File: config.mk
export PLATFORM = sky130hd
export DESIGN_NAME = fifo_rd_arb_ctrl_flat
export DESIGN_NICKNAME = d
export VERILOG_FILES = /design/src/rtl/fifo_rd_arb_ctrl_if.sv /design/src/rtl/fifo_rd_arb_ctrl.sv /design/src/flat_wrapper.sv
export SDC_FILE = /design/constraint.sdc
export NUM_CORES = 1
export LEC_CHECK = 0
export CORE_AREA = 2 2 59 61
export DETAILED_ROUTE_END_ITERATION = 12
export DIE_AREA = 0 0 61 63
export PLACE_DENSITY = 0.83
export SLEW_MARGIN = 0
export SYNTH_ARGS = -nofsm -noshare
export SYNTH_HDL_FRONTEND = slang
export SYNTH_SLANG_ARGS = --single-unit
File: constraint.sdc
create_clock -name i_clk -period 3.9 [get_ports i_clk]
set_input_delay 1.17 -clock i_clk [delete_from_list [all_inputs] [get_ports i_clk]]
set_output_delay 1.17 -clock i_clk [all_outputs]
set_load 0.02 [all_outputs]
File: src/rtl/fifo_rd_arb_ctrl_if.sv
// rtl/fifo_rd_arb_ctrl_if.sv - request/empty/data bundle between FIFOs, consumer and read arbiter
interface fifo_rd_arb_ctrl_if #(
  parameter int NUM_CH = 4,
  parameter int DATA_W = 8
);
  localparam int CH_W = (NUM_CH > 1) ? $clog2(NUM_CH) : 1;

  logic [NUM_CH-1:0]        i_ren;
  logic [NUM_CH-1:0]        i_empty;
  logic                     i_stall;
  logic [NUM_CH*DATA_W-1:0] i_rdata;
  logic [NUM_CH-1:0]        o_ren_ctrl;
  logic [DATA_W-1:0]        o_rdata;
  logic                     o_rvalid;
  logic [CH_W-1:0]          o_rch;
  logic                     o_busy;
  logic                     o_burst_done;

  modport slave (
    input  i_ren, i_empty, i_stall, i_rdata,
    output o_ren_ctrl, o_rdata, o_rvalid, o_rch, o_busy, o_burst_done
  );

  modport master (
    output i_ren, i_empty, i_stall, i_rdata,
    input  o_ren_ctrl, o_rdata, o_rvalid, o_rch, o_busy, o_burst_done
  );
endinterface

File: src/rtl/fifo_rd_arb_ctrl.sv
// rtl/fifo_rd_arb_ctrl.sv - round-robin burst read arbiter over NUM_CH FIFOs
// with a read-latency pipeline returning tagged, registered data.
module fifo_rd_arb_ctrl #(
  parameter int NUM_CH    = 4,
  parameter int DATA_W    = 8,
  parameter int BURST_LEN = 4,
  parameter int RD_LAT    = 1
) (
  input  logic               i_clk,
  input  logic               i_rest,
  fifo_rd_arb_ctrl_if.slave  bus
);
  localparam int CH_W  = (NUM_CH > 1) ? $clog2(NUM_CH) : 1;
  localparam int CNT_W = $clog2(BURST_LEN) + 1;
  localparam logic [CNT_W-1:0] LAST_BEAT = CNT_W'(BURST_LEN - 1);
  localparam logic [CH_W-1:0]  LAST_CH   = CH_W'(NUM_CH - 1);

  typedef enum logic {IDLE, BURST} state_t;

  state_t             state_q;
  logic [CH_W-1:0]    grant_q;
  logic [CH_W-1:0]    last_grant_q;
  logic [CNT_W-1:0]   beat_q;
  logic               burst_done_q;

  logic [RD_LAT-1:0]  pv_q;
  logic [CH_W-1:0]    pch_q [RD_LAT];
  logic [DATA_W-1:0]  rdata_q;
  logic               rvalid_q;
  logic [CH_W-1:0]    rch_q;

  logic [NUM_CH-1:0]  elig;
  logic               any_elig;
  logic [CH_W-1:0]    pick_d;
  int                 idx;

  // Walk downwards so the channel closest after last_grant is the last writer.
  always_comb begin
    elig     = bus.i_ren & ~bus.i_empty;
    any_elig = 1'b0;
    pick_d   = '0;
    idx      = 0;
    for (int i = NUM_CH; i >= 1; i--) begin
      idx = (int'(last_grant_q) + i) % NUM_CH;
      if (elig[CH_W'(idx)]) begin
        any_elig = 1'b1;
        pick_d   = CH_W'(idx);
      end
    end
  end

  logic g_ren;
  logic g_empty;
  logic issue;
  logic exit_burst;
  logic [NUM_CH-1:0] ren_ctrl;

  assign g_ren      = bus.i_ren[grant_q];
  assign g_empty    = bus.i_empty[grant_q];
  assign issue      = (state_q == BURST) && g_ren && !g_empty && !bus.i_stall;
  assign exit_burst = (state_q == BURST) &&
                      ((issue && (beat_q == LAST_BEAT)) || g_empty || !g_ren);

  always_comb begin
    ren_ctrl = '0;
    if (issue) ren_ctrl[grant_q] = 1'b1;
  end

  always_ff @(posedge i_clk or negedge i_rest) begin
    if (!i_rest) begin
      state_q      <= IDLE;
      grant_q      <= '0;
      last_grant_q <= LAST_CH;
      beat_q       <= '0;
      burst_done_q <= 1'b0;
    end else begin
      burst_done_q <= 1'b0;
      case (state_q)
        IDLE: begin
          if (any_elig) begin
            grant_q <= pick_d;
            beat_q  <= '0;
            state_q <= BURST;
          end
        end
        BURST: begin
          if (issue) beat_q <= beat_q + CNT_W'(1);
          if (exit_burst) begin
            state_q      <= IDLE;
            last_grant_q <= grant_q;
            burst_done_q <= 1'b1;
          end
        end
        default: state_q <= IDLE;
      endcase
    end
  end

  // Stage RD_LAT-1 lines up with the cycle the FIFO drives the data.
  always_ff @(posedge i_clk or negedge i_rest) begin
    if (!i_rest) begin
      pv_q <= '0;
      for (int s = 0; s < RD_LAT; s++) pch_q[s] <= '0;
      rdata_q  <= '0;
      rvalid_q <= 1'b0;
      rch_q    <= '0;
    end else begin
      pv_q[0]  <= issue;
      pch_q[0] <= grant_q;
      for (int s = 1; s < RD_LAT; s++) begin
        pv_q[s]  <= pv_q[s-1];
        pch_q[s] <= pch_q[s-1];
      end
      rvalid_q <= pv_q[RD_LAT-1];
      if (pv_q[RD_LAT-1]) begin
        rdata_q <= bus.i_rdata[int'(pch_q[RD_LAT-1])*DATA_W +: DATA_W];
        rch_q   <= pch_q[RD_LAT-1];
      end
    end
  end

  assign bus.o_ren_ctrl   = ren_ctrl;
  assign bus.o_rdata      = rdata_q;
  assign bus.o_rvalid     = rvalid_q;
  assign bus.o_rch        = rch_q;
  assign bus.o_burst_done = burst_done_q;
  assign bus.o_busy       = (state_q != IDLE) || (|pv_q) || rvalid_q;

endmodule

File: src/flat_wrapper.sv
// flat-port wrapper written by rule: the top's interface ports become plain ports
module fifo_rd_arb_ctrl_flat 
#(
  parameter int NUM_CH    = 4,
  parameter int DATA_W    = 8,
  parameter int BURST_LEN = 4,
  parameter int RD_LAT    = 1
)
  (i_clk, i_rest, bus_i_ren, bus_i_empty, bus_i_stall, bus_i_rdata, bus_o_ren_ctrl, bus_o_rdata, bus_o_rvalid, bus_o_rch, bus_o_busy, bus_o_burst_done);
  fifo_rd_arb_ctrl_if #(.NUM_CH(NUM_CH), .DATA_W(DATA_W)) bus_i ();
  input  logic i_clk;
  input  logic i_rest;
  input wire logic [$bits(bus_i.i_ren)-1:0] bus_i_ren;
  input wire logic [$bits(bus_i.i_empty)-1:0] bus_i_empty;
  input wire logic [$bits(bus_i.i_stall)-1:0] bus_i_stall;
  input wire logic [$bits(bus_i.i_rdata)-1:0] bus_i_rdata;
  output wire logic [$bits(bus_i.o_ren_ctrl)-1:0] bus_o_ren_ctrl;
  output wire logic [$bits(bus_i.o_rdata)-1:0] bus_o_rdata;
  output wire logic [$bits(bus_i.o_rvalid)-1:0] bus_o_rvalid;
  output wire logic [$bits(bus_i.o_rch)-1:0] bus_o_rch;
  output wire logic [$bits(bus_i.o_busy)-1:0] bus_o_busy;
  output wire logic [$bits(bus_i.o_burst_done)-1:0] bus_o_burst_done;
  assign bus_i.i_ren = bus_i_ren;
  assign bus_i.i_empty = bus_i_empty;
  assign bus_i.i_stall = bus_i_stall;
  assign bus_i.i_rdata = bus_i_rdata;
  assign bus_o_ren_ctrl = bus_i.o_ren_ctrl;
  assign bus_o_rdata = bus_i.o_rdata;
  assign bus_o_rvalid = bus_i.o_rvalid;
  assign bus_o_rch = bus_i.o_rch;
  assign bus_o_busy = bus_i.o_busy;
  assign bus_o_burst_done = bus_i.o_burst_done;
  fifo_rd_arb_ctrl #(.NUM_CH(NUM_CH), .DATA_W(DATA_W), .BURST_LEN(BURST_LEN), .RD_LAT(RD_LAT)) u_core (.i_clk(i_clk), .i_rest(i_rest), .bus(bus_i));
endmodule
### Word level (Yosys, flattened, before mapping)

Index checks and enable logic that the tools add are counted.

| operators by class | value |
|---|---|
| equal/unequal tests | 3 |
| bitwise logic cells | 3 |
| shifts and indexed selects | 1 |
| mux-type cells | 35 |
| reductions and logical operators | 16 |
| order comparisons | 6 |
| add/subtract/negate cells | 5 |

Operators by type and width:

| cell | count |
|---|---|
| variable part select 32 x 6 -> 8 bit | 1 |
| 2-to-1 mux 1 bit | 19 |
| < comparator 2 x 4 -> 1 bit, second input constant | 4 |
| binary-select mux 1 bit (select 2 bit) | 6 |
| 2-to-1 mux 2 bit | 4 |
| logical AND 1 bit | 6 |
| 2-to-1 mux 3 bit | 2 |
| case mux 3 bit (2 select lines) | 1 |
| AND reduction 2 bit | 3 |
| adder 2 x 1 -> 2 bit, second input constant | 2 |
| adder 2 bit, second input constant | 2 |
| AND 4 bit | 1 |
| logical OR 1 bit | 4 |
| 2-to-1 mux 4 bit | 1 |
| NOT 4 bit | 1 |
| adder 3 x 1 -> 3 bit, second input constant | 1 |
| equality test 3 x 2 -> 1 bit, second input constant | 1 |
| logical NOT 1 bit | 3 |
| < comparator 2 x 3 -> 1 bit, second input constant | 1 |
| demux 1 bit (select 2 bit) | 1 |
| >= comparator 2 x 1 -> 1 bit, second input constant | 1 |
| != test 2 x 1 -> 1 bit, second input constant | 1 |
| != test 2 bit, second input constant | 1 |
| case mux 1 bit (2 select lines) | 1 |
| NOT 1 bit | 1 |

| storage, ports and cells | value |
|---|---|
| flip-flop bits (word level) | 23 |
| output and inout port bits | 17 |
| bits of input ports | 43 |

### Logic depth before layout (Yosys ltp)

| depth | value |
|---|---|
| depth after elaboration | 11 |
| gate-level depth with buffers | 5 |
| mapped depth without buffers | 5 |

### Least setup slack after synthesis

Ideal clock, no wire load.

| timing path | value |
|---|---|
| path type | in2out |
| start | in bus_i_empty[3] |
| end | out bus_o_ren_ctrl[0] |
| slack | -0.053 ns |
| arrival time | 2.783 ns |
| cell stages on the path | 5 |
| data required time | 2.730 ns |
| path through | nand2b_1 > mux4_2 > or3b_1 > buf_6 > nor3_1 |

| on the way | value |
|---|---|
| longest elaborated chain between the ends | 6 |

RTL lines:

| item | line | source |
|---|---|---|
| start, declared | flat_wrapper.sv:14 | `input wire logic [$bits(bus_i.i_empty)-1:0] bus_i_empty;` |
| binary-select mux 1 bit (select 2 bit) | fifo_rd_arb_ctrl.sv:59 | `assign g_empty = bus.i_empty[grant_q];` |
| 2-to-1 mux 1 bit (not written as such) | fifo_rd_arb_ctrl.sv:59 |  |
| logical NOT 1 bit | fifo_rd_arb_ctrl.sv:60 | `assign issue = (state_q == BURST) && g_ren && !g_empty && !bus.i_stall;` |
| logical AND 1 bit (2 in series) | fifo_rd_arb_ctrl.sv:60 |  |
| 2-to-1 mux 4 bit | fifo_rd_arb_ctrl.sv:66 | `if (issue) ren_ctrl[grant_q] = 1'b1;` |
| end, declared | flat_wrapper.sv:17 | `output wire logic [$bits(bus_i.o_ren_ctrl)-1:0] bus_o_ren_ctrl;` |

No other way between the ends. The select of a mux whose other input is x is not followed.

### Final worst setup path

| timing path | value |
|---|---|
| start | in bus_i_ren[2] |
| end | out bus_o_ren_ctrl[0] |

| on the way | value |
|---|---|
| longest elaborated chain between the ends | 6 |

RTL lines:

| item | line | source |
|---|---|---|
| start, declared | flat_wrapper.sv:13 | `input wire logic [$bits(bus_i.i_ren)-1:0] bus_i_ren;` |
| binary-select mux 1 bit (select 2 bit) | fifo_rd_arb_ctrl.sv:58 | `assign g_ren = bus.i_ren[grant_q];` |
| 2-to-1 mux 1 bit (not written as such) | fifo_rd_arb_ctrl.sv:58 |  |
| logical AND 1 bit (3 in series) | fifo_rd_arb_ctrl.sv:60 |  |
| 2-to-1 mux 4 bit | fifo_rd_arb_ctrl.sv:66 |  |

No other way between the ends. The select of a mux whose other input is x is not followed.

==> results.yml <==
placed_design:
  placement.io_buffers: 59
  placed_cells: 200
  post-dp-hpwl_um: 2570
  place_area_sq_um: 1890
  gp_congestion: 0.944
  pre_cts_slack_ns: -0.757
floorplanning:
  chipHeight_um: 63
  initial_utilization: 0.379
  rows: 21
  coreArea_sq_um: 3230
  die_w_um: 61
  fp.dieArea_sq_um: 3840
  pin_count: 60
timing:
  fin_crit_sh: 0.979
  max_freq_mhz: 262
  fin_ws_ns: 0.0813
  slew_viol_final: 0
  worst_pin_slew_ns: 0.970
  finalHoldViolations: 0
  holdWs_ns: 0.514
  setup_viol: 0
  period_needed_ns: 3.82
  fin_worst_skew_ns: 0.00388
  grt_setup_unrepaired: "no"
  slew_headroom: 0.351
routing:
  finalWirelength_um: 3090
  antenna_left: 0
  drt-wirelength-per-cell_um: 15.1
  drc_errors: 0
  dr.pass1.iters: 3
  dr_total_vias: 1013
  viasPerCell: 4.97
  drt_iter0_drc: 16
grt:
  grt_pass1_wl_um: 4650
  antenna_found_initial: 0
  grt_max_degree: 24
  grt.overflow.total: 0
  grtUsageTotal: 0.158
  grt_pass1_vias: 1106
clock_network:
  clkTransAtPathRegs_ns: 0.11
  htreeDepth: 1
  clkSinkCount: 23
  cts_root_buf: "clkbuf_4"
  insertion_delay_ns: 0.29
  cts_tree: "done"
  cts_made_buffers: 3
  cts_buffer_depth: 2
  postCtsSetupBuffers: 0
pwr:
  power_frac_seq: 0.410
  fin_total_pwr_w: 0.00115
  switching_power_w: 0.000424
  netSwitchingFraction: 0.369
  p_clk_frac: 0.087
  power_frac_comb: 0.503
  power_density_nw_per_um2: 593
  p_int_w: 0.000725
  irDropWorstVdd_mv: 0.231
  power.leakage_nw: 0.827
outcome:
  status: "finished, final reports clean"
final_layout:
  final_common_cell: "clkdlybuf4s50_1"
  syn_to_final_growth_pct: 58.1
  fin_nets: 204
  diodes: 0
  drive_gt1_frac: 0.329
  layout.cells.non_filler: 204
  fin_area_sq_um: 1940
  multi_input_area_sq_um: 651
  final-seq-area_sq_um: 578
  fillers: 287
  final_cell_mix: "clkdlybuf4s50_1 (47), dfrtp_1 (21), mux2_2 (10)"
setup_path:
  timing.rr.start: "u_core.grant_q[0]$_DFFE_PN0P_"
  start_kind: "primary input"
  crit_required_ns: 2.73
  endpoint_kind: "output port"
  crit_start: "bus_i_ren[2]"
  worstPathArrival_ns: 2.65
  cp_max_fo: 5
  crit_type: "primary input to output port"
yosys:
  synth_cell_type_count: 29
  ys_seq_elements: 23
  netlist_instances: 94
  netlist_area_sq_um: 1230
  yosys_warnings: 0
  avgSynthCellArea_sq_um: 13.0
  yosysSeqAreaShare: 0.471
  synthesis.nets: 139
run:
  drv_cap: 0
hold_path:
  hp-start: "u_core.bus.o_rch[1]$_DFFE_PN0P_"
  min_path_type: "flop to flop"
## state kept, by name (all words and copies together) (netlist names)
name / flops
u_core.beat_q: 3
u_core.bus.o_burst_done: 1
u_core.bus.o_rch: 2
u_core.bus.o_rdata: 8
u_core.bus.o_rvalid: 1
u_core.grant_q: 2
u_core.last_grant_q: 2
u_core.pch_q: 2
u_core.pv_q: 1
u_core.state_q: 1
## synth_stat cells, drive strengths merged
cell type | instances | area, sq um
mux4 | 9 | 203
dfstp | 2 | 52.6
o31ai | 1 | 7.51
nor3 | 5 | 25.0
a211oi | 3 | 22.5
clkbuf | 2 | 7.51
nand2 | 5 | 18.8
or4b | 1 | 10.0
or3 | 1 | 6.26
or3b | 1 | 8.76
o41ai | 1 | 8.76
nor4 | 1 | 6.26
ha | 2 | 25.0
and2 | 1 | 6.26
inv | 7 | 26.3
mux2i | 4 | 40.0
o21ai | 1 | 5.00
a21oi | 2 | 10.0
mux2 | 11 | 124
nor2b | 4 | 25.0
buf | 2 | 16.3
dfrtp | 21 | 526
a41o | 1 | 10.0
o21a | 1 | 7.51
nor2 | 1 | 3.75
nand2b | 4 | 25.0
## worst paths after layout
kind	to	slack, ns	cells past startpoint
max in group asynchronous	u_core.bus.o_rdata[1]$_DFFE_PN0P_	1.91	1
min reg2reg	u_core.bus.o_rch[1]$_DFFE_PN0P_	0.51	1
min in group asynchronous	u_core.grant_q[1]$_DFFE_PN0P_	1.41	1
max	bus_o_ren_ctrl[0]	0.08	6
min	u_core.bus.o_rch[1]$_DFFE_PN0P_	0.51	1
max reg2reg	u_core.beat_q[0]$_DFFE_PN0P_	1.92	5
## worst max-delay path, stage by stage
cell and delay [ns]:
clkdlybuf4s15_1 0.22, nand2b_4 0.06, mux4_2 0.46, or3b_4 0.44
nor3_2 0.14, buf_4 0.17
## power groups by stage
stage / sequential, W / clock [W] / combinational (W)
after floorplan: 0.000485 / 0 / 0.000306
after global placement: 0.000465 / 0 / 0.000555
after global routing: 0.000490 / 0.000118 / 0.000616
final: 0.000471 / 0.0000995 / 0.000579
after CTS: 0.000469 / 0.000104 / 0.000583
after detailed placement: 0.000471 / 0 / 0.000574
## stage by stage
step / setup TNS [ns] / util
after floorplan: -0.213 / -
after global placement: -2.74 / 0.584
after detailed placement: -2.98 / 0.584
after CTS: 0 / 0.600
after global routing: 0 / 0.600
final: 0 / 0.600
## metal layers
layer / part of all wire / vias to the layer above / track usage / wire length [um]
met5: 0 / - / 0 / 0
met1: 0.39 / 476 / 0.179 / 1200
met2: 0.48 / 57 / 0.276 / 1470
met4: 0.0026 / 0 / 0.0380 / 8
li1: - / 478 / - / -
met3: 0.13 / 2 / 0.0538 / 411
## logic make-up after synthesis
family / after synthesis / synth area share
AOI/OAI and AO/OA: 10 / 0.0582
adders and majority gates: 2 / 0.0204
buffers and inverters: 11 / 0.0408
DFF: 23 / 0.471
muxes: 24 / 0.299
and+or+nand+nor: 24 / 0.110
## area by class of cell
class | count | share of cell area
well taps | 46 | 0.0297
multi-input cells | 60 | 0.336
flip-flops and latches | 23 | 0.298
repair buffers | 64 | 0.309
clock buffers | 4 | 0.0136
inverters | 7 | 0.0136
## timing repair
item                       CTS  global route
setup endpoints to repair    4             1
hold buffers                 0             0
gates resized for setup     59             0
pin swaps                    2             2
No activity file was read; power rests on OpenSTA's default activity.
